[src/rtl/bcd_serial_addsub.sv]
// Digit-serial BCD adder/subtractor: one digit per clock, LSB first,
// tens-complement subtraction with sign/magnitude result.
// Ports: clk, rst (sync, active-high), start, op (0 add, 1 sub),
//   a/b packed BCD operands; result, sign, overflow, invalid,
//   busy (not IDLE), done (one-cycle pulse when result is valid).
module bcd_serial_addsub #(
    parameter int DIGITS = 4
) (
    input  logic                  clk,
    input  logic                  rst,
    input  logic                  start,
    input  logic                  op,
    input  logic [4*DIGITS-1:0]   a,
    input  logic [4*DIGITS-1:0]   b,
    output logic [4*DIGITS-1:0]   result,
    output logic                  sign,
    output logic                  overflow,
    output logic                  invalid,
    output logic                  busy,
    output logic                  done
);
    localparam int W  = 4 * DIGITS;
    localparam int IW = (DIGITS > 1) ? $clog2(DIGITS) : 1;

    typedef enum logic [2:0] {
        IDLE  = 3'd0,
        CHECK = 3'd1,
        ADD   = 3'd2,
        COMP  = 3'd3,
        DONE  = 3'd4
    } state_t;

    state_t        state, state_nxt;
    logic [W-1:0]  a_q, b_q, work, work_nxt;
    logic          op_q, carry;
    logic [IW-1:0] idx;
    logic [IW+1:0] pos;
    logic          last, bad;
    logic [3:0]    x, y, dig;
    logic [4:0]    s;
    logic          cout;

    assign pos  = {idx, 2'b00};
    assign last = (idx == IW'(DIGITS - 1));

    always_comb begin
        bad = 1'b0;
        for (int i = 0; i < DIGITS; i++) begin
            if (a_q[4*i +: 4] > 4'd9 || b_q[4*i +: 4] > 4'd9)
                bad = 1'b1;
        end
    end

    // Shared digit adder: ADD sums A + B' + c, COMP sums (9 - d) + c.
    always_comb begin
        if (state == COMP) begin
            x = 4'd9 - work[pos +: 4];
            y = 4'd0;
        end else begin
            x = a_q[pos +: 4];
            y = op_q ? (4'd9 - b_q[pos +: 4]) : b_q[pos +: 4];
        end
        s = {1'b0, x} + {1'b0, y} + {4'd0, carry};
        if (s > 5'd9) begin
            dig  = s[3:0] + 4'd6;
            cout = 1'b1;
        end else begin
            dig  = s[3:0];
            cout = 1'b0;
        end
        work_nxt           = work;
        work_nxt[pos +: 4] = dig;
    end

    always_ff @(posedge clk) begin
        if (rst)
            state <= IDLE;
        else
            state <= state_nxt;
    end

    always_comb begin
        state_nxt = state;
        case (state)
            IDLE:    if (start) state_nxt = CHECK;
            CHECK:   state_nxt = bad ? DONE : ADD;
            ADD:     if (last) state_nxt = (op_q && !cout) ? COMP : DONE;
            COMP:    if (last) state_nxt = DONE;
            DONE:    state_nxt = IDLE;
            default: state_nxt = IDLE;
        endcase
    end

    always_comb begin
        busy = (state != IDLE);
        done = (state == DONE);
    end

    always_ff @(posedge clk) begin
        if (rst) begin
            a_q      <= '0;
            b_q      <= '0;
            op_q     <= 1'b0;
            work     <= '0;
            idx      <= '0;
            carry    <= 1'b0;
            result   <= '0;
            sign     <= 1'b0;
            overflow <= 1'b0;
            invalid  <= 1'b0;
        end else begin
            case (state)
                IDLE: begin
                    if (start) begin
                        a_q   <= a;
                        b_q   <= b;
                        op_q  <= op;
                        idx   <= '0;
                        carry <= 1'b0;
                    end
                end
                CHECK: begin
                    // Subtraction is A + (99..9 - B) + 1.
                    carry <= op_q;
                    if (bad) begin
                        result   <= '0;
                        sign     <= 1'b0;
                        overflow <= 1'b0;
                        invalid  <= 1'b1;
                    end
                end
                ADD: begin
                    work  <= work_nxt;
                    carry <= cout;
                    idx   <= last ? '0 : idx + IW'(1);
                    if (last) begin
                        if (!op_q) begin
                            result   <= work_nxt;
                            overflow <= cout;
                            sign     <= 1'b0;
                            invalid  <= 1'b0;
                        end else if (cout) begin
                            result   <= work_nxt;
                            overflow <= 1'b0;
                            sign     <= 1'b0;
                            invalid  <= 1'b0;
                        end else begin
                            // No carry out: A < B, negate the sum.
                            carry <= 1'b1;
                        end
                    end
                end
                COMP: begin
                    work  <= work_nxt;
                    carry <= cout;
                    idx   <= last ? '0 : idx + IW'(1);
                    if (last) begin
                        result   <= work_nxt;
                        sign     <= 1'b1;
                        overflow <= 1'b0;
                        invalid  <= 1'b0;
                    end
                end
                default: ;
            endcase
        end
    end
endmodule

[config.mk]
export PLATFORM = sky130hd
export DESIGN_NAME = bcd_serial_addsub
export DESIGN_NICKNAME = d
export VERILOG_FILES = /design/src/rtl/bcd_serial_addsub.sv
export SDC_FILE = /design/constraint.sdc
export NUM_CORES = 1
export LEC_CHECK = 0
export ABC_AREA = 1
export CAP_MARGIN = 20
export CORE_ASPECT_RATIO = 1.25
export CORE_UTILIZATION = 49
export CTS_CLUSTER_DIAMETER = 100
export CTS_CLUSTER_SIZE = 28
export DETAILED_ROUTE_END_ITERATION = 16
export GPL_ROUTABILITY_DRIVEN = 0
export PLACE_DENSITY_LB_ADDON = 0.25
export SYNTH_ARGS = -nofsm -noshare
export SYNTH_HDL_FRONTEND = slang
export SYNTH_SLANG_ARGS = --single-unit
[constraint.sdc]
create_clock -name clk -period 3 [get_ports clk]
set_input_delay 0.6 -clock clk [delete_from_list [all_inputs] [get_ports clk]]
set_output_delay 0.6 -clock clk [all_outputs]
set_load 0.02 [all_outputs]
Yosys cells after proc, flatten, opt, wreduce, memory -nomap -nowiden. Index checks and enable logic that the tools add are counted.

Flip-flop bits (word level): 74. Bits of input ports: 36. Output and inout bits: 21.

$add $sub $neg: 7. Magnitude comparators: 9. Equal/unequal tests: 10. Shift-type cells: 5. Multiplexer cells: 41. Reduce and logical (&&, ||, !) cells: 17.

Operators by type and width (count): $mux W16 (5); $pmux W16 S3 (1); $shiftx A16 B5 Y4 (3); $gt A4 B4 Y1 const B (8); $mux W1 (17); $bwmux W16 (1); $mux W4 (4); $shift A4 B6 Y16 const A (1); $shiftx A4 B6 Y16 (1); $mux W3 (5); $pmux W3 S4 (1); $pmux W1 S3 (3); $ne A2 B2 Y1 const B (4); $sub A4 B4 Y4 const A (2); $eq A3 B2 Y1 const B (2); $neg A4 Y6 (1); $reduce_and A2 Y1 (3); $reduce_bool A3 Y1 (2); $add A4 B4 Y5 (1); $add A5 B1 Y5 (1); $gt A5 B4 Y1 const B (1); $reduce_and A5 Y1 (1); $add A4 B3 Y4 const B (1); $logic_or A1 B1 Y1 (4); other kinds (15) (16).

Depth between registers and ports, before layout. Gate-level depths: netlist of the first run.

Word-level depth: 14. Gate-level depth with buffers: 22.

Least setup slack after synthesis of the first run. OpenSTA, ideal clock, no wires.

Path type: register -> register. Start point: register idx[0]. End point: register result[10]. Data arrival time: 3.111 ns. Required time: 2.934 ns. Setup slack: -0.177 ns. Cell stages (with the launch flop): 19. Clock period less this slack: 3.177 ns. Path through: dfxtp_1 > clkbuf_1 > clkbuf_1 > a21oi_1 > a221oi_1 > a31oi_1 > fa_1 > inv_1 > fa_1 > inv_1 > nand2_2 > nand3_2 > nand2_2 > inv_2 > nand3_4 > nand2_2 > nor2_8 > buf_12 > a21oi_2.

Cells in the longest elaborated chain, start to end: 14. Elaborated cells between the ends (all ways): 28. Those cells by class: 6 x add/sub; 1 x order compare; 4 x eq/ne; 5 x shift; 11 x mux; 1 x reduce/logical.

RTL lines: from (decl) (RTL line 36) `logic [IW-1:0] idx;`; from (signal assigned) (RTL line 135) `idx <= last ? '0 : idx + IW'(1);`; from (signal assigned) (RTL line 156) `idx <= last ? '0 : idx + IW'(1);`; $shiftx A16 B5 Y4 (RTL line 61) `y = op_q ? (4'd9 - b_q[pos +: 4]) : b_q[pos +: 4];`; $sub A4 B4 Y4 (RTL line 61); $mux W4 (RTL line 61); $mux W4 (RTL line 56) `if (state == COMP) begin`; $add A4 B4 Y5 (RTL line 63) `s = {1'b0, x} + {1'b0, y} + {4'd0, carry};`; $add A5 B1 Y5 (RTL line 63); $add A4 B3 Y4 or $gt A5 B4 Y1 (tied branches) (RTL line 65, 64); $mux W4 (RTL line 64) `if (s > 5'd9) begin`; $shiftx A4 B6 Y16 (RTL line 72) `work_nxt[pos +: 4] = dig;`; $bwmux W16 (RTL line 72); $mux W16 (RTL line 142) `end else if (cout) begin`; $mux W16 (RTL line 137) `if (!op_q) begin`; $mux W16 (RTL line 136) `if (last) begin`; $pmux W16 S3 (RTL line 112) `case (state)`; to (signal assigned) (RTL line 138) `result <= work_nxt;`; to (signal assigned) (RTL line 143) `result <= work_nxt;`; to (signal assigned) (RTL line 158) `result <= work_nxt;`; to (decl) (RTL line 15) `output logic [4*DIGITS-1:0] result,`.

Several ways; a longest one is shown, not always the timed one. The select of a mux whose other input is x is not followed. A chain may end at the register's enable or synchronous reset.

Worst setup path after layout of the first run.
Start point: register idx[0]. End point: register result[5].

Same word-level chain as after synthesis.

==> flow_metrics.py, run 1 <==
metrics = {
    "worst_setup_path": {
        "reg2reg_depth": 18,
        "path_class": "reg -> reg",
        "crit_slowest_cell": "fa_2",
        "startpoint": "idx[0]",
        "timing.rr.start": "idx[0]",
        "crit_fanout": 7,
        "cp.required_ns": 3.30,
        "crit_chain": "buf_6, nand2_2, o21ai_1, a221oi_2, a31oi_2, fa_2, inv_2, fa_2, inv_2, nand2_4, nand3_4, nand2_2, inv_2, nand3_4, nand2_8, nor2_8, buf_12, a21oi_2",
        "critPathArrivalTime_ns": 3.37,
        "cpPeakStageDelay_ns": 0.45,
        "start_kind": "flip-flop",
        "crit_path_end_kind": "flip-flop",
        "cp_common_cell": "inv_2",
    },
    "timing": {
        "skew_ns": 0.0100,
        "worst_slack_ns": -0.0765,
        "relSlewSlack_pct": 64.2,
        "rsz0062_at_grt": "true",
        "period_needed_ns": 3.08,
        "setup_violations": 22,
        "timing.final.max_slew_violations": 0,
        "worstMarginPinSlew_ns": 0.534,
        "clock.fmax_ghz": 0.325,
        "hold_viol": 0,
        "timing.final.crit_share_pct": 103,
    },
    "cells_and_area": {
        "layout.nets": 690,
        "most-common-layout-cells": "97 x nand2_1, 73 x a21oi_1, 71 x dfxtp_1",
        "layoutNonFillerInstCount": 739,
        "final_common_cell": "nand2_1",
        "area_growth_pct": 36.4,
        "fillers": 639,
        "antenna_cells": 0,
        "drive_gt1_share_pct": 22.5,
    },
    "die": {
        "initial_core_util_pct": 50.4,
        "die_w_um": 81.9,
        "io_pins": 57,
        "dieArea_sq_mm": 0.00834,
        "num_rows": 36,
        "fp.coreArea_sq_mm": 0.00775,
        "dieHeight_um": 102,
    },
    "route": {
        "ant_nets": 0,
        "detailedRoute.firstIterationViolations": 217,
        "vias": 4036,
        "wirelength_mm": 10.7,
        "viasPerCell": 5.46,
        "dr.pass1.iters": 5,
        "wl_per_cell_um": 14.5,
        "drc": 0,
    },
    "synthesis": {
        "yosysSeqAreaShare_pct": 37.9,
        "avgSynthCellArea_sq_um": 7.03,
        "yosys_most_used_dff": "dfxtp_1",
        "synthCells": 556,
        "synth_area_sq_mm": 0.00391,
        "async_flop_share_pct": 0,
        "synth_nets": 606,
        "ys_types": 38,
        "ys_warn_count": 0,
        "synth_edf_count": 0,
        "ys_ff_latch": 74,
    },
    "placement": {
        "hpwl_mm": 6.97,
        "dp_cells": 710,
        "dpl_worst_slack_ns": -0.158,
        "port_buffers": 56,
    },
    "hold_path": {
        "min_path_type": "reg -> reg",
        "min_from": "a_q[0]",
        "hold_depth": 2,
    },
    "outcome": {
        "violations": "negative setup slack",
        "status": "finished with violations",
    },
    "clock_network": {
        "htree_levels": 3,
        "clkSlewWorstSetupHoldPaths_ns": 0.07,
        "ctsHoldBuffers": 0,
        "clock_path_buffers": 2,
        "cts_root_buf": "clkbuf_8",
        "cts.sinks": 74,
        "clock_latency_ns": 0.36,
        "cts_inserted_buffers": 9,
        "cts_tree": "yes",
    },
    "power": {
        "p_leak_nw": 2.15,
        "finalPower_mw": 6.00,
        "vdd_drop_max_uv": 684,
        "power.density_mw_per_mm2": 1130,
    },
    "grt": {
        "grt_usage_pct": 26.9,
        "grt_max_degree": 67,
        "grt_pass1_wl_mm": 16.8,
        "antenna_found_initial": 0,
        "grt_pass1_vias": 3629,
        "overflow": 0,
    },
    "job": {
        "maxCapViolCount": 0,
    },
}
[kinds of logic (layout without fill, tap and decap cells)]
family                     after synthesis  after routing  synth area share, %
AOI/OAI and AO/OA                      184            184                 25.2
and+or+nand+nor                        173            175                 19.8
buffers and inverters                  108            194                 11.4
DFF                                     74             74                 37.9
adders and majority gates               14             14                 4.87
xor gates and xnor gates                 3              3                0.865
[path summary, 6_finish.rpt]
path	end	slack [ns]
worst max-delay path	result[5]	-0.08
worst min-delay path	a_q[0]	0.46
worst max register to register	result[5]	-0.08
worst min register to register	a_q[0]	0.46
[sequential cells by signal (all words and copies together) (netlist names)]
| name | count |
|---|---|
| carry | 1 |
| overflow | 1 |
| b_q | 16 |
| invalid | 1 |
| state | 3 |
| work | 16 |
| result | 16 |
| idx | 2 |
| a_q | 16 |
| op_q | 1 |
| sign | 1 |
[stage by stage]
step / setup TNS (ns) / hold WS, ns / cell area (sq um) / util (%)
after floorplan: 0 / 0.420 / 3920 / -
after global placement: -0.230 / 0.436 / 4710 / 60.7
after detailed placement: -3.29 / 0.438 / 4710 / 60.7
after CTS: 0 / 0.451 / 5130 / 66.2
after global routing: -5.34 / 0.469 / 5330 / 68.8
final: -0.914 / 0.457 / 5330 / 68.8
[synthesized netlist by cell type, types with 2 or more instances]
cell type	instances	area [sq um]
a22oi_1	2	15.0
a21oi_1	89	445
nand4_1	5	31.3
inv_1	73	274
nand2_2	4	25.0
buf_4	3	22.5
buf_2	3	15.0
ha_1	12	150
inv_2	5	18.8
nor2_2	3	18.8
a21oi_2	11	96.3
nor3_1	3	15.0
a31oi_1	2	12.5
nor2_1	23	86.3
o21ai_0	75	375
clkbuf_1	21	78.8
fa_1	2	40.0
dfxtp_1	74	1480
nand3_1	18	90.1
nand2_1	110	413
[power breakdown]
part           leakage [nW]  internal, mW  switching (mW)
Clock                 0.101         0.425           0.379
Sequential            0.609          1.23           0.139
Combinational          1.44          1.57            2.25
[area by class of cell]
| type | instances | area [sq um] | share of cell area, % |
|---|---|---|---|
| Tap cell | 95 | 119 | 2.23 |
| Clock buffer | 11 | 151 | 2.84 |
| Clock inverter | 4 | 51.3 | 0.963 |
| Inverter | 78 | 295 | 5.54 |
| Timing Repair Buffer | 101 | 987 | 18.5 |
| Multi-Input combinational cell | 376 | 2230 | 41.9 |
| Sequential cell | 74 | 1490 | 28.0 |
[worst max-delay path: cells and delay by family, from the launching register on]
kind            cells  cell delay, ns
fa+ha+maj           2            0.87
flops               1            0.38
compound gates      4            0.58
simple gates        7            0.64
buf+inv             5            0.55
[timing repair]
item	4_1_cts	5_1_grt
cloned	3	0
gates resized for setup	37	57
buffers inserted	8	3
endpoints found under the setup margin	34	35
pin swaps	9	26
[layer usage]
metal	GRT usage (%)	share of wire (%)	wire (um)	vias to the layer above
met3	5.63	5.0	542	47
li1	-	-	-	1991
met5	0	0	0	-
met4	17.5	5.3	566	0
met2	46.6	51	5460	160
met1	29.0	39	4170	1838
(Power assumes the default switching activity.)
==> run 2: changes to the inputs <==
Settings changed: CTS_CLUSTER_SIZE 28 to 10.
==> results of run 2 <==
Final layout, timing and power as in run 1 (identical DEF).
==> run 3: changes to the inputs <==
Settings changed: SLEW_MARGIN from default to 20.
==> results of run 3 <==
Final layout, timing and power as in run 1 (identical DEF).
